File: src/rtl/pipe_pkg.sv
// pipe_pkg: shared MD op, PC select encodings and exception vector for the pipeline
package pipe_pkg;
  typedef enum logic [1:0] {MD_NONE = 2'd0, MD_MULT = 2'd1, MD_DIV = 2'd2} md_op_t;
  typedef enum logic [1:0] {PC_NEXT = 2'd0, PC_EXC = 2'd1, PC_EPC = 2'd2} pc_sel_t;
  localparam logic [31:0] EXC_VECTOR = 32'h00004180;
endpackage

File: src/rtl/md_busy_timer.sv
// md_busy_timer: loadable multiply/divide occupancy down-counter
module md_busy_timer import pipe_pkg::*; #(
  parameter int MULT_CYCLES = 5,
  parameter int DIV_CYCLES = 10,
  localparam int W = $clog2(DIV_CYCLES + 1)
) (
  input  logic       clk,
  input  logic       reset,
  input  logic [1:0] start,
  output logic       busy
);
  logic [W-1:0] md_cnt;
  assign busy = md_cnt != '0;
  always_ff @(posedge clk)
    if (!reset) md_cnt <= '0;
    else md_cnt <= start == MD_MULT ? W'(MULT_CYCLES) :
                   start == MD_DIV  ? W'(DIV_CYCLES)  : md_cnt - W'(busy);
endmodule

File: src/rtl/pipe_ctrl.sv
// pipe_ctrl: pipeline stall/flush sequencer; `PIPE_CTRL_STALL_CNT_EN adds a saturating stall counter
module pipe_ctrl import pipe_pkg::*; #(
  parameter int MULT_CYCLES = 5,
  parameter int DIV_CYCLES = 10
) (
  input  logic        clk,
  input  logic        reset,
  input  logic        d_data_stall,
  input  logic        d_is_md,
  input  logic [1:0]  e_md_start,
  input  logic        d_eret,
  input  logic        exc_req,
  output logic        pc_en,
  output logic [1:0]  pc_sel,
  output logic        fd_halt,
  output logic        fd_clr,
  output logic        de_clr,
  output logic        stage_req,
`ifdef PIPE_CTRL_STALL_CNT_EN
  output logic        md_busy,
  output logic [31:0] stall_cnt
`else
  output logic        md_busy
`endif
);
  logic stall;
  logic [1:0] md_start_eff;
  // a start flushed by an exception never reaches the MD unit
  assign md_start_eff = exc_req ? 2'(MD_NONE) : e_md_start;
  md_busy_timer #(.MULT_CYCLES(MULT_CYCLES), .DIV_CYCLES(DIV_CYCLES)) u_timer (
    .clk(clk),
    .reset(reset),
    .start(md_start_eff),
    .busy(md_busy)
  );
  always_comb begin
    stall = d_data_stall | (d_is_md & (md_busy | e_md_start != MD_NONE));
    stage_req = exc_req;
    pc_en = exc_req | ~stall;
    pc_sel = exc_req ? 2'(PC_EXC) : (!stall && d_eret) ? 2'(PC_EPC) : 2'(PC_NEXT);
    fd_halt = ~exc_req & stall;
    de_clr = ~exc_req & stall;
    fd_clr = ~exc_req & ~stall & d_eret;
  end
`ifdef PIPE_CTRL_STALL_CNT_EN
  always_ff @(posedge clk)
    if (!reset) stall_cnt <= '0;
    else stall_cnt <= stall_cnt + 32'(stall & ~exc_req & ~&stall_cnt);
`endif
endmodule

File: config.mk
export PLATFORM = sky130hd
export DESIGN_NAME = pipe_ctrl
export DESIGN_NICKNAME = d
export VERILOG_FILES = /design/src/rtl/pipe_pkg.sv /design/src/rtl/md_busy_timer.sv /design/src/rtl/pipe_ctrl.sv
export SDC_FILE = /design/constraint.sdc
export NUM_CORES = 1
export LEC_CHECK = 0
export BUFFER_PORTS_ARGS = -buffer_cell sky130_fd_sc_hd__buf_2
export CORE_AREA = 4 4 41 43
export CTS_CLUSTER_DIAMETER = 40
export DETAILED_ROUTE_END_ITERATION = 10
export DIE_AREA = 0 0 45 47
export GPL_TIMING_DRIVEN = 0
export MAX_ROUTING_LAYER = met4
export PLACE_DENSITY = 0.56
export SLEW_MARGIN = 30
export SYNTH_ARGS = -nofsm -noshare
export SYNTH_HDL_FRONTEND = slang
export SYNTH_HIERARCHICAL = 1
export SYNTH_SLANG_ARGS = --single-unit
File: constraint.sdc
create_clock -name clk -period 3.4 [get_ports clk]
set_input_delay 0.68 -clock clk [delete_from_list [all_inputs] [get_ports clk]]
set_output_delay 0.68 -clock clk [all_outputs]
set_load 0.01 [all_outputs]
==> metrics.csv, run 1 <==
stage;metric;value;unit
timing;Worst Tran Pin Value;221;ps
drt;DRT iter0 DRCs;0;
clock_network;number of hold buffers added after CTS;0;
cells_and_area;area delta synth->final;35.6;%
yosys;Yosys reg bits;4;
timing;Final Critical Period;2560;ps
clock_network;CTS tree;done;
worst_setup_path;CP max FO;4;
place;Port Buf Inserts;15;
pwr;Total Power;0.362;mW
clock_network;H-tree levels;1;
drt;Final ANT Viol Nets;0;
grt;vias in the first global route;268;
worst_setup_path;worst reg-to-reg setup slack;1440;ps
cells_and_area;commonest non-fill, non-tap cell in the layout;buf_2;
cells_and_area;final cell count without fillers;69;
pwr;PwrDens;818;nW/um2
worst_setup_path;Critical Path Source;u_timer/md_cnt[1];
run;max cap viols;0;
die;Die W;45;um
timing;Final setup viols;0;
die;Initial Utilization;25.1;%
timing;Fmax achieved;0.390;GHz
worst_setup_path;crit path DAT;1880;ps
yosys;Synth cell types;20;
timing;Setup TNS;0;ps
yosys;Mapped Cells;36;
drt;First-pass DRT Iterations;1;
worst_setup_path;Crit Path Class;reg -> out;
clock_network;Clock Path Buffers;2;
clock_network;cts repair resizes;0;
hold_path;worst min-delay path class;reg -> reg;
die;IO Pins;16;
outcome;status;complete, no violations;
grt;largest net degree at the start of global routing;9;
cells_and_area;n_diodes;0;
yosys;syn_nets;46;
drt;WL final;618;um
drt;via count;297;
worst_setup_path;reg2reg start;u_timer/md_cnt[1];
die;cell row count;13;
timing;Max-slew headroom;85.0;%
cells_and_area;layout cell share with drive strength beyond 1;42.6;%
clock_network;Clock transition at path regs;40;ps
yosys;Syn. warnings;6;
place;dpl cell area;420;um2
cells_and_area;fin area;443;um2
cells_and_area;flip-flop count of the largest register, all copies and words added;4;
clock_network;Root Buffer;clkbuf_4;
cells_and_area;Final nets;66;
worst_setup_path;Worst setup SP type;flip-flop;
timing;RSZ-0062 raised after global routing;false;
clock_network;Post-CTS Setup Bufs;0;
die;core footprint;1300;um2
cells_and_area;largest reg by FF count;u_timer/md_cnt;
worst_setup_path;R2R depth;5;
worst_setup_path;Critical Path End;fd_halt;
grt;global route overflow;0;
cells_and_area;top flop regs;u_timer/md_cnt: 4 flops;
timing;Worst Setup Slack, final;839;ps
grt;Global Route Usage Sum;7.49;%
die;Total Die Area;2120;um2
worst_setup_path;R2R Path End;u_timer/md_cnt[1];
die;chip height;47;um
timing;Hold Violations, Final;0;
grt;initial antenna violation count;0;
place;GPL Wtd Cong;0.661;
place;placed cells;66;
yosys;sequential element share of the synthesized area;24.5;%
pwr;leak pwr;0.208;nW
yosys;average cell area after synthesis;9.07;um2
cells_and_area;most frequent cells in the layout;buf_2 (15), inv_1 (5), nor2b_1 (4), dfxtp_1 (4);
drt;Via density;4.30;
clock_network;Skew-Pair Late Insertion Delay;230;ps
pwr;VDD IR max;0.000178;V
place;dpl ws;1070;ps
drt;Avg WL per Cell;8.96;um
clock_network;CTS Sinks;4;
timing;Tcrit/Tclk final;75.3;%
grt;first-pass GRT wire length;1010;um
worst_setup_path;Worst Path Required;2720;ps
drt;drt drc;0;
clock_network;clock buffer count from CTS;3;
timing;final max-slew violation count;0;
timing;Clock Skew;1.09;ps
yosys;synthesized area;327;um2
worst_setup_path;Critical Path End Type;output port;
## logic make-up after synthesis
kind of cell,after synthesis,share of synthesized area (%)
AO/OA/AOI/OAI,8,19.5
XOR/XNOR,2,5.36
adder cells (fa/ha/maj),4,13.8
buffers and inverters,8,12.6
flip-flops,4,24.5
AND/OR/NAND/NOR,10,24.1
## Yosys cell counts
| master | instances | share of area, % |
|---|---|---|
| inv_1 | 5 | 5.7 |
| dfxtp_1 | 4 | 25 |
| nor2b_1 | 4 | 7.7 |
| buf_4 | 3 | 6.9 |
| ha_1 | 2 | 7.7 |
| maj3_1 | 2 | 6.1 |
| nor4b_1 | 2 | 5.4 |
| o21ai_0 | 2 | 3.1 |
| a21boi_0 | 1 | 2.3 |
| a21oi_1 | 1 | 1.5 |
| a221oi_2 | 1 | 4.6 |
| nand2_1 | 1 | 1.1 |
| nand2b_1 | 1 | 1.9 |
| nor3b_4 | 1 | 5.7 |
| o21ba_1 | 1 | 3.1 |
| o21bai_1 | 1 | 2.3 |
| o31a_1 | 1 | 2.7 |
| or4_1 | 1 | 2.3 |
| xnor2_1 | 1 | 2.7 |
| xor2_1 | 1 | 2.7 |
## metal layers
layer	part of all wire [%]	up-vias	routed length, um	track usage [%]
met5	0	-	0	-
li1	-	159	-	-
met1	43	125	268	7.24
met2	47	13	288	11.0
met3	9.9	0	61	2.30
met4	0	0	0	8.77
## where the power goes
group	internal [mW]	leakage [nW]	switching (mW)	total, mW
sequential	0.0706	0.0333	0.0225	0.0931
combinational	0.113	0.161	0.0977	0.211
clock	0.0394	0.0138	0.0186	0.0581
total	0.223	0.208	0.139	0.362
## per-stage QoR
stage / hold WS, ps / utilization [%]
6_report: 546 / 34.0
3_3_place_gp: 528 / 32.3
4_1_cts: 548 / 34.0
2_1_floorplan: 504 / -
3_5_place_dp: 541 / 32.3
5_1_grt: 565 / 34.0
## worst max-delay path, stage by stage, from the launching register on
cell	delay (ps)
dfxtp_1	330
or4_1	580
o31a_1	310
o21ba_1	190
buf_4	120
buf_2	130
## how the worst min path moves through the flow
stage	start	end	slack (ps)	cells past startpoint
detailed placement	u_timer/md_cnt[3]	u_timer/md_cnt[3]	540	2
floorplan	u_timer/md_cnt[3]	u_timer/md_cnt[3]	500	2
global route	u_timer/md_cnt[3]	u_timer/md_cnt[3]	570	2
finish	u_timer/md_cnt[3]	u_timer/md_cnt[3]	550	2
CTS	u_timer/md_cnt[3]	u_timer/md_cnt[3]	550	2
global placement	u_timer/md_cnt[3]	u_timer/md_cnt[3]	530	2
## area by class of cell
type | instances | area [um2]
Fill cell | 157 | 858
Multi-Input combinational cell | 24 | 205
Sequential cell | 4 | 80.1
Timing Repair Buffer | 15 | 75.1
Clock buffer | 3 | 22.5
Buffer | 3 | 22.5
Inverter | 5 | 18.8
Tap cell | 15 | 18.8
Power figures use the tool's default switching activity.
==> run 2, diff against run 1 <==
--- a/config.mk
+++ b/config.mk
@@ -5,6 +5,7 @@
 export SDC_FILE = /design/constraint.sdc
 export NUM_CORES = 1
 export LEC_CHECK = 0
+export ABC_AREA = 1
 export BUFFER_PORTS_ARGS = -buffer_cell sky130_fd_sc_hd__buf_2
 export CORE_AREA = 4 4 41 43
 export CTS_CLUSTER_DIAMETER = 40
@@ -12,7 +13,7 @@
 export DIE_AREA = 0 0 45 47
 export GPL_TIMING_DRIVEN = 0
 export MAX_ROUTING_LAYER = met4
-export PLACE_DENSITY = 0.56
+export PLACE_DENSITY = 0.55
 export SLEW_MARGIN = 30
 export SYNTH_ARGS = -nofsm -noshare
 export SYNTH_HDL_FRONTEND = slang
==> constraint.sdc (replaced) <==
create_clock -name clk -period 2.22 [get_ports clk]
set_input_delay 0.444 -clock clk [delete_from_list [all_inputs] [get_ports clk]]
set_output_delay 0.444 -clock clk [all_outputs]
set_load 0.01 [all_outputs]
==> run 2 against run 1 <==
Sequential share of layout area is 1.5 points higher. Critical path type unchanged. Non-clock buffer count is the same. Flip-flop and latch count stayed put. Global-route usage is 0.56 points lower. Combinational power grew 19%.
==> metrics.csv, run 2 <==
stage;metric;value;unit;change
clock_network;H-tree levels;1;;unchanged
pwr;clock share of power;19.0;%;was 16.0%
place;placed cells;74;;was 66
die;core footprint;1300;um2;unchanged
yosys;top post-synthesis cells by area;dfxtp_1 (27%), inv_1 (12%), nand2_1 (9.0%);;was dfxtp_1 (25%), ha_1 (7.7%), nor2b_1 (7.7%)
timing;Worst Setup Slack, final;389;ps;was 839 ps
run;max cap viols;0;;unchanged
yosys;Post-synth EDFFs;0;;unchanged
grt;met3 Track Usage GR;3.07;%;was 2.30%
worst_setup_path;Crit Path Class;reg -> out;;unchanged
worst_setup_path;Worst Path Required;1780;ps;was 2720 ps
clock_network;number of hold buffers added after CTS;0;;unchanged
yosys;Syn. warnings;6;;unchanged
worst_setup_path;delay-heaviest family, CP;simple AND/OR/NAND/NOR gates;;unchanged
grt;initial antenna violation count;0;;unchanged
timing;Max-slew headroom;88.7;%;was 85.0%
pwr;VDD IR max;0.000586;V;was 0.000178 V
cells_and_area;largest reg by FF count;u_timer/md_cnt;;unchanged
yosys;Mapped Cells;44;;was 36
grt;Global Route Usage Sum;6.93;%;was 7.49%
timing;Tcrit/Tclk final;82.5;%;
place;Port Buf Inserts;15;;unchanged
grt;vias in the first global route;260;;was 268
place;dpl cell area;387;um2;was 420 um2
drt;WL final;606;um;was 618 um
clock_network;cts repair resizes;0;;unchanged
yosys;Synth top area share;27.4;%;was 24.5%
clock_network;clock buffer count from CTS;3;;unchanged
grt;first-pass GRT wire length;917;um;was 1010 um
yosys;Synth Flop Type;dfxtp_1;;unchanged
timing;Final Critical Period;1830;ps;
grt;largest net degree at the start of global routing;7;;was 9
clock_network;Clock transition at path regs;40;ps;about the same
drt;drt drc;0;;unchanged
pwr;switching pwr;0.181;mW;was 0.139 mW
clock_network;Post-CTS Setup Bufs;0;;unchanged
pwr;PwrDens;1130;nW/um2;was 818 nW/um2
worst_setup_path;slowest library cell on the worst path;dfxtp_1;;was or4_1
timing;Final setup viols;0;;unchanged
yosys;cell taking the most area after synthesis;dfxtp_1;;unchanged
worst_setup_path;crit path DAT;1390;ps;was 1880 ps
drt;Via density;3.94;;was 4.30
timing;Clock Skew;3.96;ps;was 1.09 ps
yosys;average cell area after synthesis;6.65;um2;was 9.07 um2
grt;Global Route met2 Usage;7.91;%;was 11.0%
die;Initial Utilization;22.5;%;was 25.1%
cells_and_area;top flop regs;u_timer/md_cnt: 4 flops;;unchanged
clock_network;Root Buffer;clkbuf_4;;unchanged
drt;First-pass DRT Iterations;4;;was 1
worst_setup_path;CP max FO;3;;was 4
cells_and_area;area delta synth->final;39.7;%;was 35.6%
yosys;synthesized area;293;um2;was 327 um2
cells_and_area;commonest non-fill, non-tap cell in the layout;buf_2;;unchanged
worst_setup_path;cell chain of the critical path;nor2_2, nand3_1, nor2_1, nand2_1, nand2_2, a21oi_1, buf_4, buf_2;;was or4_1, o31a_1, o21ba_1, buf_4, buf_2
clock_network;Skew-Pair Late Insertion Delay;230;ps;about the same
drt;Avg WL per Cell;7.87;um;was 8.96 um
place;post-DP HPWL;524;um;
outcome;status;complete, no violations;;unchanged
drt;via count;303;;was 297
yosys;Synth cell types;14;;was 20
yosys;syn_nets;54;;was 46
yosys;Commonest cells post-synth;inv_1 (9), nand2_1 (7), nor2_1 (6);;was inv_1 (5), dfxtp_1 (4), nor2b_1 (4)
clock_network;Clock Path Buffers;2;;unchanged
pwr;leak pwr;0.233;nW;was 0.208 nW
hold_path;worst min-delay path class;in -> reg;;was reg -> reg
clock_network;CTS Sinks;4;;unchanged
timing;RSZ-0062 raised after global routing;false;;unchanged
grt;met1 usage;7.05;%;was 7.24%
cells_and_area;Filler cells;150;;was 157
cells_and_area;final cell count without fillers;77;;was 69
pwr;internal power;0.281;mW;was 0.223 mW
cells_and_area;Final nets;74;;was 66
die;chip height;47;um;unchanged
die;cell row count;13;;unchanged
cells_and_area;n_diodes;0;;unchanged
grt;global route overflow;0;;unchanged
place;dpl ws;618;ps;was 1070 ps
timing;Fmax achieved;0.546;GHz;
yosys;sequential element share of the synthesized area;27.4;%;was 24.5%
die;IO Pins;16;;unchanged
die;Total Die Area;2120;um2;unchanged
worst_setup_path;Critical Path End Type;output port;;unchanged
cells_and_area;fin area;409;um2;was 443 um2
timing;Hold Violations, Final;0;;unchanged
cells_and_area;most frequent cells in the layout;buf_2 (15), inv_1 (9), nand2_1 (7);;was buf_2 (15), inv_1 (5), nor2b_1 (4), dfxtp_1 (4)
yosys;count leader, synth;inv_1;;unchanged
pwr;Seq pwr share;26.6;%;was 25.7%
worst_setup_path;WP buf/inv;2;;unchanged
cells_and_area;flip-flop count of the largest register, all copies and words added;4;;unchanged
worst_setup_path;slowest stage delay, CP;300;ps;was 580 ps
place;GPL Wtd Cong;0.720;;was 0.661
yosys;Yosys reg bits;4;;unchanged
worst_setup_path;Worst setup SP type;flip-flop;;unchanged
timing;Worst Tran Pin Value;168;ps;was 221 ps
cells_and_area;fin util;31.4;%;was 34.0%
die;Die W;45;um;unchanged
cells_and_area;layout cell share with drive strength beyond 1;43.5;%;was 42.6%
drt;DRT iter0 DRCs;3;;was 0
pwr;Comb pwr share;54.4;%;was 58.3%
yosys;asr flop ratio synth;0;%;unchanged
pwr;Sw Share;39.1;%;was 38.3%
drt;Final ANT Viol Nets;0;;unchanged
timing;final max-slew violation count;0;;unchanged
timing;Setup TNS;0;ps;unchanged
clock_network;CTS tree;done;;unchanged
grt;GRT Max-Usage Layer;met4;;was met2
run 2: changes by cell type in the layout (fill, tap and decap cells not counted), sizes merged, moves of 2 or more:
| cell | before | now |
|---|---|---|
| a21oi | 1 | 4 |
| o21ai | 2 | 0 |
| inv | 5 | 9 |
| nand3 | 0 | 2 |
| nor2b | 4 | 0 |
| nand2 | 1 | 9 |
| nor2 | 0 | 8 |
| nor4b | 2 | 0 |
| maj3 | 2 | 0 |
run 2: kinds of logic (layout without fill, tap and decap cells):
group / after synthesis / count (layout) / share of synthesized area (%)
AOI/OAI and AO/OA: 5 / 5 / 10.3
xor gates and xnor gates: 1 / 1 / 2.99
adders and majority gates: 2 / 2 / 8.55
buffers and inverters: 12 / 30 / 19.2
DFF: 4 / 4 / 27.4
and+or+nand+nor: 20 / 20 / 31.6
run 2: worst register-to-register path, cell delays in order, from the launching register on:
cell	delay (ps)
dfxtp_1	300
nor2_2	150
nand3_1	130
ha_1	240
ha_1	210
xnor2_1	170
a21oi_2	70
run 2: routing by layer:
layer,part of all wire [%],vias to the layer above,wire length [um]
met4,4.1,0,25
li1,-,167,-
met1,44,122,266
met5,0,-,0
met2,41,10,247
met3,11,4,66
run 2: power groups by stage:
stage                     sequential (mW)  combinational, mW  clock [mW]
final                               0.123              0.251      0.0876
after global routing                0.128              0.289      0.0969
after detailed placement            0.124              0.257           0
after global placement              0.124              0.252           0
after CTS                           0.123              0.258      0.0926
after floorplan                     0.122              0.193           0
run 2: stage by stage:
| step | power [mW] | hold slack, ps |
|---|---|---|
| floorplan | 0.315 | 545 |
| global placement | 0.376 | 573 |
| detailed placement | 0.381 | 577 |
| CTS | 0.474 | 472 |
| global route | 0.514 | 480 |
| finish | 0.462 | 479 |
run 2: path summary, 6_finish.rpt:
kind | from | endpoint | slack, ps | depth (start not counted)
worst max-delay path | u_timer/md_cnt[1] | fd_halt | 390 | 8
worst min-delay path | reset | u_timer/md_cnt[0] | 480 | 3
worst max register to register | u_timer/md_cnt[1] | u_timer/md_cnt[2] | 830 | 6
worst min register to register | u_timer/md_cnt[1] | u_timer/md_cnt[1] | 570 | 3
run 2: final cells by class:
cell class	instances	area, um2	area share, %
Buffer	3	22.5	5.50
Clock buffer	3	22.5	5.50
Inverter	9	33.8	8.26
Multi-Input combinational cell	28	156	38.2
Sequential cell	4	80.1	19.6
Tap cell	15	18.8	4.59
Timing Repair Buffer	15	75.1	18.3
